`src/rtl/fifo_pixel_reader.sv`:
```
// Read-side FIFO consumer: assembles three DATA_WIDTH nibbles into an RGB pixel for VGA.
// Optional test-pattern source is enabled by defining FIFO_PIXEL_READER_TESTPAT_EN.
module fifo_pixel_reader #(
  parameter int unsigned DATA_WIDTH = 4,
  parameter int unsigned CNT_WIDTH  = 16
) (
  input  logic                    rclk,
  input  logic                    rrst_n,
  input  logic                    fifo_empty,
  output logic                    fifo_rd_en,
  input  logic [DATA_WIDTH-1:0]   fifo_data,
  input  logic                    frame_start,
  input  logic                    pix_req,
  output logic [3*DATA_WIDTH-1:0] pix_out,
  output logic                    pix_valid,
`ifdef FIFO_PIXEL_READER_TESTPAT_EN
  input  logic                    tp_en,
`endif
  output logic [CNT_WIDTH-1:0]    underflow_cnt
);

  localparam int unsigned PixW = 3 * DATA_WIDTH;

  typedef enum logic [1:0] {StIdle, StRun, StFlush} state_e;

  state_e                state_q, state_d;
  logic [1:0]            asm_cnt_q, asm_cnt_d;
  logic                  inflight_q;
  logic [PixW-1:0]       asm_q, asm_d;
  logic [PixW-1:0]       buf_q, buf_d;
  logic                  buf_valid_q, buf_valid_d;
  logic [PixW-1:0]       pix_out_q, pix_out_d;
  logic                  pix_valid_q, pix_valid_d;
  logic [CNT_WIDTH-1:0]  ucnt_q, ucnt_d;

  logic            run, active, tp_active, src_valid;
  logic [PixW-1:0] src_pix;
  logic            deliver, underflow_hit, buf_take, transfer, write_nib;
  logic [2:0]      pending;

`ifdef FIFO_PIXEL_READER_TESTPAT_EN
  logic [PixW-1:0] ramp_q, ramp_d;

  assign tp_active = tp_en;
  assign src_valid = tp_en ? 1'b1 : buf_valid_q;
  assign src_pix   = tp_en ? ramp_q : buf_q;

  always_comb begin
    ramp_d = ramp_q;
    if (frame_start) begin
      ramp_d = '0;
    end else if (deliver && tp_en) begin
      ramp_d = ramp_q + 1'b1;
    end
  end

  always_ff @(posedge rclk or negedge rrst_n) begin
    if (!rrst_n) begin
      ramp_q <= '0;
    end else begin
      ramp_q <= ramp_d;
    end
  end
`else
  assign tp_active = 1'b0;
  assign src_valid = buf_valid_q;
  assign src_pix   = buf_q;
`endif

  assign run     = (state_q == StRun);
  assign active  = run && !frame_start;
  // Nibbles already assembled plus the one returning must leave room for the next read.
  assign pending = {1'b0, asm_cnt_q} + {2'b00, inflight_q};

  assign fifo_rd_en    = active && !tp_active && !fifo_empty && (pending < 3'd3);
  assign deliver       = active && pix_req && src_valid;
  assign underflow_hit = active && pix_req && !src_valid;
  assign buf_take      = deliver && !tp_active;
  assign transfer      = active && (asm_cnt_q == 2'd3) && (!buf_valid_q || buf_take);
  assign write_nib     = active && inflight_q;

  always_comb begin
    state_d     = state_q;
    asm_cnt_d   = asm_cnt_q;
    asm_d       = asm_q;
    buf_d       = buf_q;
    buf_valid_d = buf_valid_q;
    pix_out_d   = pix_out_q;
    pix_valid_d = 1'b0;
    ucnt_d      = ucnt_q;

    unique case (state_q)
      StIdle: begin
        if (frame_start) state_d = StRun;
      end
      StRun: begin
        if (frame_start && inflight_q) state_d = StFlush;
      end
      StFlush: begin
        state_d = StRun;
      end
      default: begin
        state_d = StIdle;
      end
    endcase

    if (write_nib) begin
      unique case (asm_cnt_q)
        2'd0:    asm_d[3*DATA_WIDTH-1:2*DATA_WIDTH] = fifo_data;
        2'd1:    asm_d[2*DATA_WIDTH-1:DATA_WIDTH]   = fifo_data;
        default: asm_d[DATA_WIDTH-1:0]              = fifo_data;
      endcase
      asm_cnt_d = asm_cnt_q + 2'd1;
    end

    if (transfer) begin
      buf_d     = asm_q;
      asm_cnt_d = 2'd0;
    end

    if (transfer) begin
      buf_valid_d = 1'b1;
    end else if (buf_take) begin
      buf_valid_d = 1'b0;
    end

    // A frame boundary drops any partial or buffered pixel from the previous frame.
    if (run && frame_start) begin
      asm_cnt_d   = 2'd0;
      buf_valid_d = 1'b0;
    end

    if (deliver) begin
      pix_out_d   = src_pix;
      pix_valid_d = 1'b1;
    end else if (underflow_hit) begin
      pix_out_d = '0;
      if (ucnt_q != {CNT_WIDTH{1'b1}}) ucnt_d = ucnt_q + 1'b1;
    end
  end

  always_ff @(posedge rclk or negedge rrst_n) begin
    if (!rrst_n) begin
      state_q     <= StIdle;
      asm_cnt_q   <= 2'd0;
      inflight_q  <= 1'b0;
      asm_q       <= '0;
      buf_q       <= '0;
      buf_valid_q <= 1'b0;
      pix_out_q   <= '0;
      pix_valid_q <= 1'b0;
      ucnt_q      <= '0;
    end else begin
      state_q     <= state_d;
      asm_cnt_q   <= asm_cnt_d;
      inflight_q  <= fifo_rd_en;
      asm_q       <= asm_d;
      buf_q       <= buf_d;
      buf_valid_q <= buf_valid_d;
      pix_out_q   <= pix_out_d;
      pix_valid_q <= pix_valid_d;
      ucnt_q      <= ucnt_d;
    end
  end

  assign pix_out       = pix_out_q;
  assign pix_valid     = pix_valid_q;
  assign underflow_cnt = ucnt_q;

endmodule

```
`config.mk`:
```
export PLATFORM = sky130hd
export DESIGN_NAME = fifo_pixel_reader
export DESIGN_NICKNAME = d
export VERILOG_FILES = /design/src/rtl/fifo_pixel_reader.sv
export SDC_FILE = /design/constraint.sdc
export NUM_CORES = 1
export LEC_CHECK = 0
export ABC_AREA = 1
export ABC_CLOCK_PERIOD_IN_PS = 3700
export CORE_ASPECT_RATIO = 1.75
export CORE_UTILIZATION = 35
export CTS_CLUSTER_DIAMETER = 80
export DETAILED_ROUTE_END_ITERATION = 10
export PLACE_DENSITY = 0.58
export SETUP_SLACK_MARGIN = 0.5
export SLEW_MARGIN = 10
export SYNTH_ARGS = -nofsm -noshare
export SYNTH_HDL_FRONTEND = slang
export SYNTH_SLANG_ARGS = --single-unit
```
`constraint.sdc`:
```
create_clock -name rclk -period 3.7 [get_ports rclk]
set_clock_uncertainty 0.2 [all_clocks]
set_input_delay 0.925 -clock rclk [delete_from_list [all_inputs] [get_ports rclk]]
set_output_delay 0.925 -clock rclk [all_outputs]
set_load 0.02 [all_outputs]
```
==> flow_summary.yaml, run 1 <==
worst_setup_path:
  cp.arrival_ns: 1.98
  worst_ep_required_time_ns: 2.57
  crit_slowest_cell: "clkdlybuf4s50_1"
  worst-path-max-fanout: 2
  critPathKind: "in2out"
  startpoint: "frame_start"
  start_kind: "input port"
  reg2reg_to: "underflow_cnt[2]"
  endpoint_kind: "primary output"
  ff2ff_path_depth: 7
  worstReg2RegStart: "underflow_cnt[0]"
  critPathCapture: "fifo_rd_en"
  slowest_delay_ns: 0.42
  worst-r2r-setup-slack_ns: 1.77
  worstPathCellList: "clkdlybuf4s50_1, inv_1, nand3_1, a2111oi_4, buf_4"
finish:
  diodes: 0
  multi_input_area_um2: 1150
  areaGrowthSynthToFinish_pct: 28.0
  drive_gt1_share_pct: 10.4
  fin_nets: 395
  fillCellCount: 743
  fin_area_um2: 3580
  register_area_um2: 1480
place:
  hpwl_mm: 4.27
  gp_congestion: 0.799
  portBuffers: 38
  post_dp_cell_area_um2: 3270
power_and_ir_drop:
  p_leak_nw: 1.72
  p_per_area_nw_per_um2: 580
  ir_worst_vdd_v: 0.000272
  fin_total_pwr_w: 0.00208
synth:
  async_reset_ff_share_pct: 100
  synthFlopType: "dfrtp_1"
  synth_common_cells: "nand2_1 (135), dfrtp_1 (59), inv_1 (33)"
  seq_area_frac_synth_pct: 52.8
  yosys.area_share.adder_pct: 2.68
  synth_edf_count: 0
  yosys.area.top_type_share_pct: 52.8
  yosys.cell_count.top_type: "nand2_1"
  synth-xor-area-share_pct: 2.19
  syn_area_um2: 2800
  synth_warnings: 0
  synth_compound_area_share_pct: 6.75
  yosysUniqueCellTypes: 28
  yosysTopAreaCell: "dfrtp_1"
  synth_cells: 333
  avgSynthCellArea_um2: 8.40
  synthTopCellsByArea: "dfrtp_1 (53%), nand2_1 (18%), inv_1 (4.4%)"
  synth_mux_area_share_pct: 0
  synth-simple-area-share_pct: 28.9
  synth_nets: 348
  ys_ff_latch: 59
  synth_top_family_by_area: "simple AND/OR/NAND/NOR gates"
clock_tree:
  cts_max_path_buffers: 2
  cts_resized: 6
  clkSinkCount: 59
  cts_setup_buffers: 0
  cts_tree: "yes"
  cts-buffers-inserted: 9
  cts_root_buf: "clkbuf_16"
  path_clk_slew_ns: 0.05
  ctsHoldBuffers: 0
  cts_max_level: 3
  clk_latency_ns: 0.32
timing:
  maxSlewHeadroom_pct: 59.9
  worst_slew_pin_slew_ns: 0.601
  fmax_mhz: 322
  rsz0062_at_grt: "false"
  hold_viol: 0
  final.period_utilization_pct: 83.9
  drv_slew: 0
  setup_violations: 0
  final.min_clock_period_ns: 3.10
floorplan:
  fp.dieH_um: 120
  pin_count: 39
  die_w_um: 69.6
  fp-row-count: 42
  start_util_pct: 36.5
  core_area_um2: 7670
  die_area_um2: 8370
route:
  viasPerCell: 4.68
  vias: 2215
  drt-initial-drc-count: 132
  wirelength_mm: 5.92
  first_pass_iters: 4
  antenna_left: 0
  wl_per_cell_um: 12.5
  drc_errors: 0
global_routing:
  grt_max_degree: 49
  grt_pass1_wl_mm: 10.4
  grt-ovfl-total: 0
  grtUsageTotal_pct: 16.1
  antenna_found_initial: 0
  grt_pass1_vias: 2215
run:
  drv_cap: 0
worst_hold_path:
  min_path_type: "in2async"
outcome:
  outcome: "finished clean"
==> metal layers <==
metal,share of wire (%),wire (µm),GRT usage [%]
met1,39,2340,17.6
met2,55,3250,28.3
met3,3.6,215,4.25
met4,2.1,125,8.42
met5,0,0,0
==> sequential cells by signal, summed over array words and instances (netlist names) <==
| signal | count |
|---|---|
| pix_out | 12 |
| inflight_q | 1 |
| state_q | 2 |
| asm_cnt_q | 2 |
| buf_q | 12 |
| underflow_cnt | 16 |
| asm_q | 12 |
| buf_valid_q | 1 |
| pix_valid | 1 |
==> power breakdown <==
group          internal, W  switching (W)
Clock             0.000535       0.000284
Sequential        0.000759      0.0000953
Combinational     0.000168       0.000234
Total              0.00146       0.000614
==> worst max-delay path, delay by kind of cell <==
family	cells	cell delay [ns]
buffers and inverters	3	0.69
AO/OA/AOI/OAI	1	0.22
AND/OR/NAND/NOR	1	0.14
==> cells in the final DEF (no fill, tap or decap), drive strengths merged <==
cell,instances
a2111oi,1
a21oi,2
buf,7
bufinv,1
clkbuf,11
clkdlybuf4s50,36
clkinv,5
clkinvlp,1
dfrtp,59
ha,6
inv,33
nand2,139
nand3,13
nand4,8
nor2,26
nor3,1
o211ai,1
o21ai,26
o221ai,1
o31ai,1
xnor2,4
xor2,3
==> worst min path at each step <==
stage / start / endpoint / slack (ns) / cells after the start
floorplan: buf_q[0] / pix_out[0] / 0.24 / 2
global placement: buf_q[4] / pix_out[4] / 0.25 / 2
detailed placement: buf_q[0] / pix_out[0] / 0.26 / 2
CTS: rrst_n / underflow_cnt[5] / 0.27 / 1
global route: rrst_n / underflow_cnt[5] / 0.29 / 1
finish: rrst_n / underflow_cnt[5] / 0.27 / 1
==> cells by family (layout without fill, tap and decap cells) <==
logic type | after synthesis | count (layout)
buf+inv | 42 | 94
flops | 59 | 59
xor+xnor | 7 | 7
simple gates | 187 | 187
fa+ha+maj | 6 | 6
compound gates | 32 | 32
==> per-stage QoR <==
| step | util, % | setup TNS (ns) | setup slack [ns] | hold slack (ns) | cells |
|---|---|---|---|---|---|
| final | 46.7 | 0 | 0.595 | 0.268 | 473 |
| after global routing | 46.7 | 0 | 0.524 | 0.293 | 473 |
| after CTS | 46.5 | 0 | 0.529 | 0.273 | 473 |
| after detailed placement | 42.6 | -0.0308 | -0.0308 | 0.258 | 457 |
| after global placement | 42.6 | 0 | 0.0177 | 0.251 | 457 |
| after floorplan | - | 0 | 0.605 | 0.242 | 333 |
==> layout make-up <==
cell class                 instances  share of cell area, %
clock buffer                      11                   6.78
clock inverter                     5                   1.47
inverter                          35                   3.74
multi-input combinational        232                   32.2
sequential                        59                   41.2
tap                               88                   3.08
timing repair buffer              43                   11.5
Power figures use the tool's default switching activity.
==> run 2, diff against run 1 <==
--- a/config.mk
+++ b/config.mk
@@ -6,7 +6,7 @@
 export NUM_CORES = 1
 export LEC_CHECK = 0
 export ABC_AREA = 1
-export ABC_CLOCK_PERIOD_IN_PS = 3700
+export ABC_CLOCK_PERIOD_IN_PS = 3240
 export CORE_ASPECT_RATIO = 1.75
 export CORE_UTILIZATION = 35
 export CTS_CLUSTER_DIAMETER = 80
==> constraint.sdc (replaced) <==
create_clock -name rclk -period 3.24 [get_ports rclk]
set_clock_uncertainty 0.2 [all_clocks]
set_input_delay 0.81 -clock rclk [delete_from_list [all_inputs] [get_ports rclk]]
set_output_delay 0.81 -clock rclk [all_outputs]
set_load 0.02 [all_outputs]
==> run 2 against run 1 <==
  * Critical path type is now reg2out
  * Hold slack improved by 0.0029 ns
  * Power increased by 18%
  * Global-route usage increased by 0.13 points
  * Critical path depth decreased by 1
  * Sequential power increased by 14%
  * Non-clock buffer count increased by 4
  * Clock-buffer cell count increased by 1
  * Final cell count increased by 0.85%
  * Die area unchanged
  * Sequential cell count unchanged
==> flow_summary.yaml, run 2 (same netlist as run 1, synthesis figures left out) <==
finish:
  final_util_pct: 47.5
  final_common_cell: "nand2_1"
  fillCellCount: 763
  fin_cells: 477
  largest_register_ffs: 16
  areaGrowthSynthToFinish_pct: 30.3
  drive_gt1_share_pct: 12.6
  final_cell_mix: "nand2_1 (135), dfrtp_1 (59), clkdlybuf4s50_1 (34), inv_1 (32)"
  diodes: 0
  fin_nets: 399
place:
  place_inst: 457
  gp_congestion: 0.815
  place_ws_ns: -0.158
  portBuffers: 38
  hpwl_mm: 4.42
route:
  wirelength_mm: 6.10
  met1_length_mm: 2.49
  viasPerCell: 4.67
  wl_per_cell_um: 12.8
  drc_errors: 0
  vias: 2226
  antenna_left: 0
  drt-initial-drc-count: 109
  dr_wl_met2_mm: 3.26
  first_pass_iters: 4
  dr_wl_met3_um: 197
  top_layer: "met4"
power_and_ir_drop:
  ir_worst_vdd_v: 0.000378
  fin_total_pwr_w: 0.00245
  p_per_area_nw_per_um2: 673
  p_leak_nw: 1.75
clock_tree:
  cts-buffers-inserted: 9
  cts_tree: "yes"
  clkSinkCount: 59
  cts_max_level: 3
  path_clk_slew_ns: 0.05
  clk_latency_ns: 0.33
  ctsHoldBuffers: 0
  cts_max_path_buffers: 2
  cts_root_buf: "clkbuf_16"
worst_setup_path:
  start_kind: "flip-flop"
  worst_ep_required_time_ns: 2.23
  cp_top_family: "adder cells"
  crit_slowest_cell: "dfrtp_1"
  worst-r2r-setup-slack_ns: 1.32
  reg2reg_to: "underflow_cnt[3]"
  ff2ff_path_depth: 7
  worst-path-max-fanout: 3
  slowest_delay_ns: 0.39
  cp.arrival_ns: 1.68
  worstPathCellList: "ha_2, ha_4, a2111oi_4, buf_4"
  endpoint_kind: "primary output"
  critPathKind: "reg2out"
  worstReg2RegStart: "underflow_cnt[0]"
  path_buf_inv: 1
timing:
  worst_slew_pin_slew_ns: 0.997
  setup_violations: 0
  hold_viol: 0
  final.min_clock_period_ns: 2.69
  fmax_mhz: 372
  rsz0062_at_grt: "false"
  setup_ws_ns: 0.552
  maxSlewHeadroom_pct: 33.3
  final.period_utilization_pct: 83.0
  drv_slew: 0
floorplan:
  fp.dieH_um: 120
  start_util_pct: 36.5
  die_area_um2: 8370
  die_w_um: 69.6
  core_area_um2: 7670
  fp-row-count: 42
  pin_count: 39
global_routing:
  grt_pass1_wl_mm: 10.5
  grt-ovfl-total: 0
  grt_pass1_vias: 2275
  antenna_found_initial: 0
  grt_max_degree: 30
  grtUsageTotal_pct: 16.3
worst_hold_path:
  min_path_type: "in2async"
run:
  drv_cap: 0
outcome:
  outcome: "finished clean"
## run 2: changes by cell type in the layout (fill, tap and decap cells not counted), sizes merged
| cell | delta |
|---|---|
| buf | +4 |
| clkbuf | +1 |
| clkdlybuf4s50 | -2 |
| clkinv | -1 |
| dlygate4sd2 | +2 |
## run 2: area by class of cell
class                   instances  area [µm²]  share of cell area, %
clock buffers                  12         267                   7.31
clock inverters                 4        47.5                   1.30
inverters                      35         134                   3.67
multi-input cells             232        1170                   32.2
flip-flops and latches         59        1480                   40.5
well taps                      88         110                   3.02
repair buffers                 47         438                   12.0
## run 2: worst reg2reg max path, delay by kind of cell (launching register included)
| kind | cells | cell delay [ns] |
|---|---|---|
| DFF | 1 | 0.46 |
| buffers and inverters | 1 | 0.10 |
| and+or+nand+nor | 4 | 0.41 |
| adders and majority gates | 1 | 0.29 |
| AOI/OAI and AO/OA | 1 | 0.39 |
## run 2: through the flow
step / hold WS, ns / instance area (µm²) / setup TNS [ns]
2_1_floorplan: 0.242 / 2800 / 0
3_3_place_gp: 0.254 / 3270 / -0.118
3_5_place_dp: 0.259 / 3270 / -0.158
4_1_cts: 0.277 / 3630 / 0
5_1_grt: 0.296 / 3650 / 0
6_report: 0.271 / 3650 / 0
## run 2: repair_timing
action / CTS / global route
endpoints found under the setup margin: 1 / 1
hold endpoints to repair: 0 / 0
resized for setup: 13 / 0
pin swaps: 1 / 1
buffers inserted: 2 / 2
## run 2: worst max path at each step
stage | end | slack, ns | startpoint | depth (start not counted)
finish | fifo_rd_en | 0.55 | inflight_q | 4
global route | fifo_rd_en | 0.50 | asm_cnt_q[0] | 4
CTS | fifo_rd_en | 0.50 | frame_start | 5
detailed placement | fifo_rd_en | -0.16 | frame_start | 5
global placement | fifo_rd_en | -0.12 | frame_start | 5
floorplan | fifo_rd_en | 0.68 | asm_cnt_q[0] | 3
## run 2: metal layers
metal	vias up	global-route usage (%)
met5	-	0
met4	0	8.16
met3	10	4.58
met2	35	29.1
met1	1035	17.2
li1	1146	-
## run 2: power breakdown
part	internal (W)	switching (W)	leakage, nW
sequential	0.000867	0.000109	0.794
combinational	0.000211	0.000281	0.805
clock	0.000654	0.000330	0.155
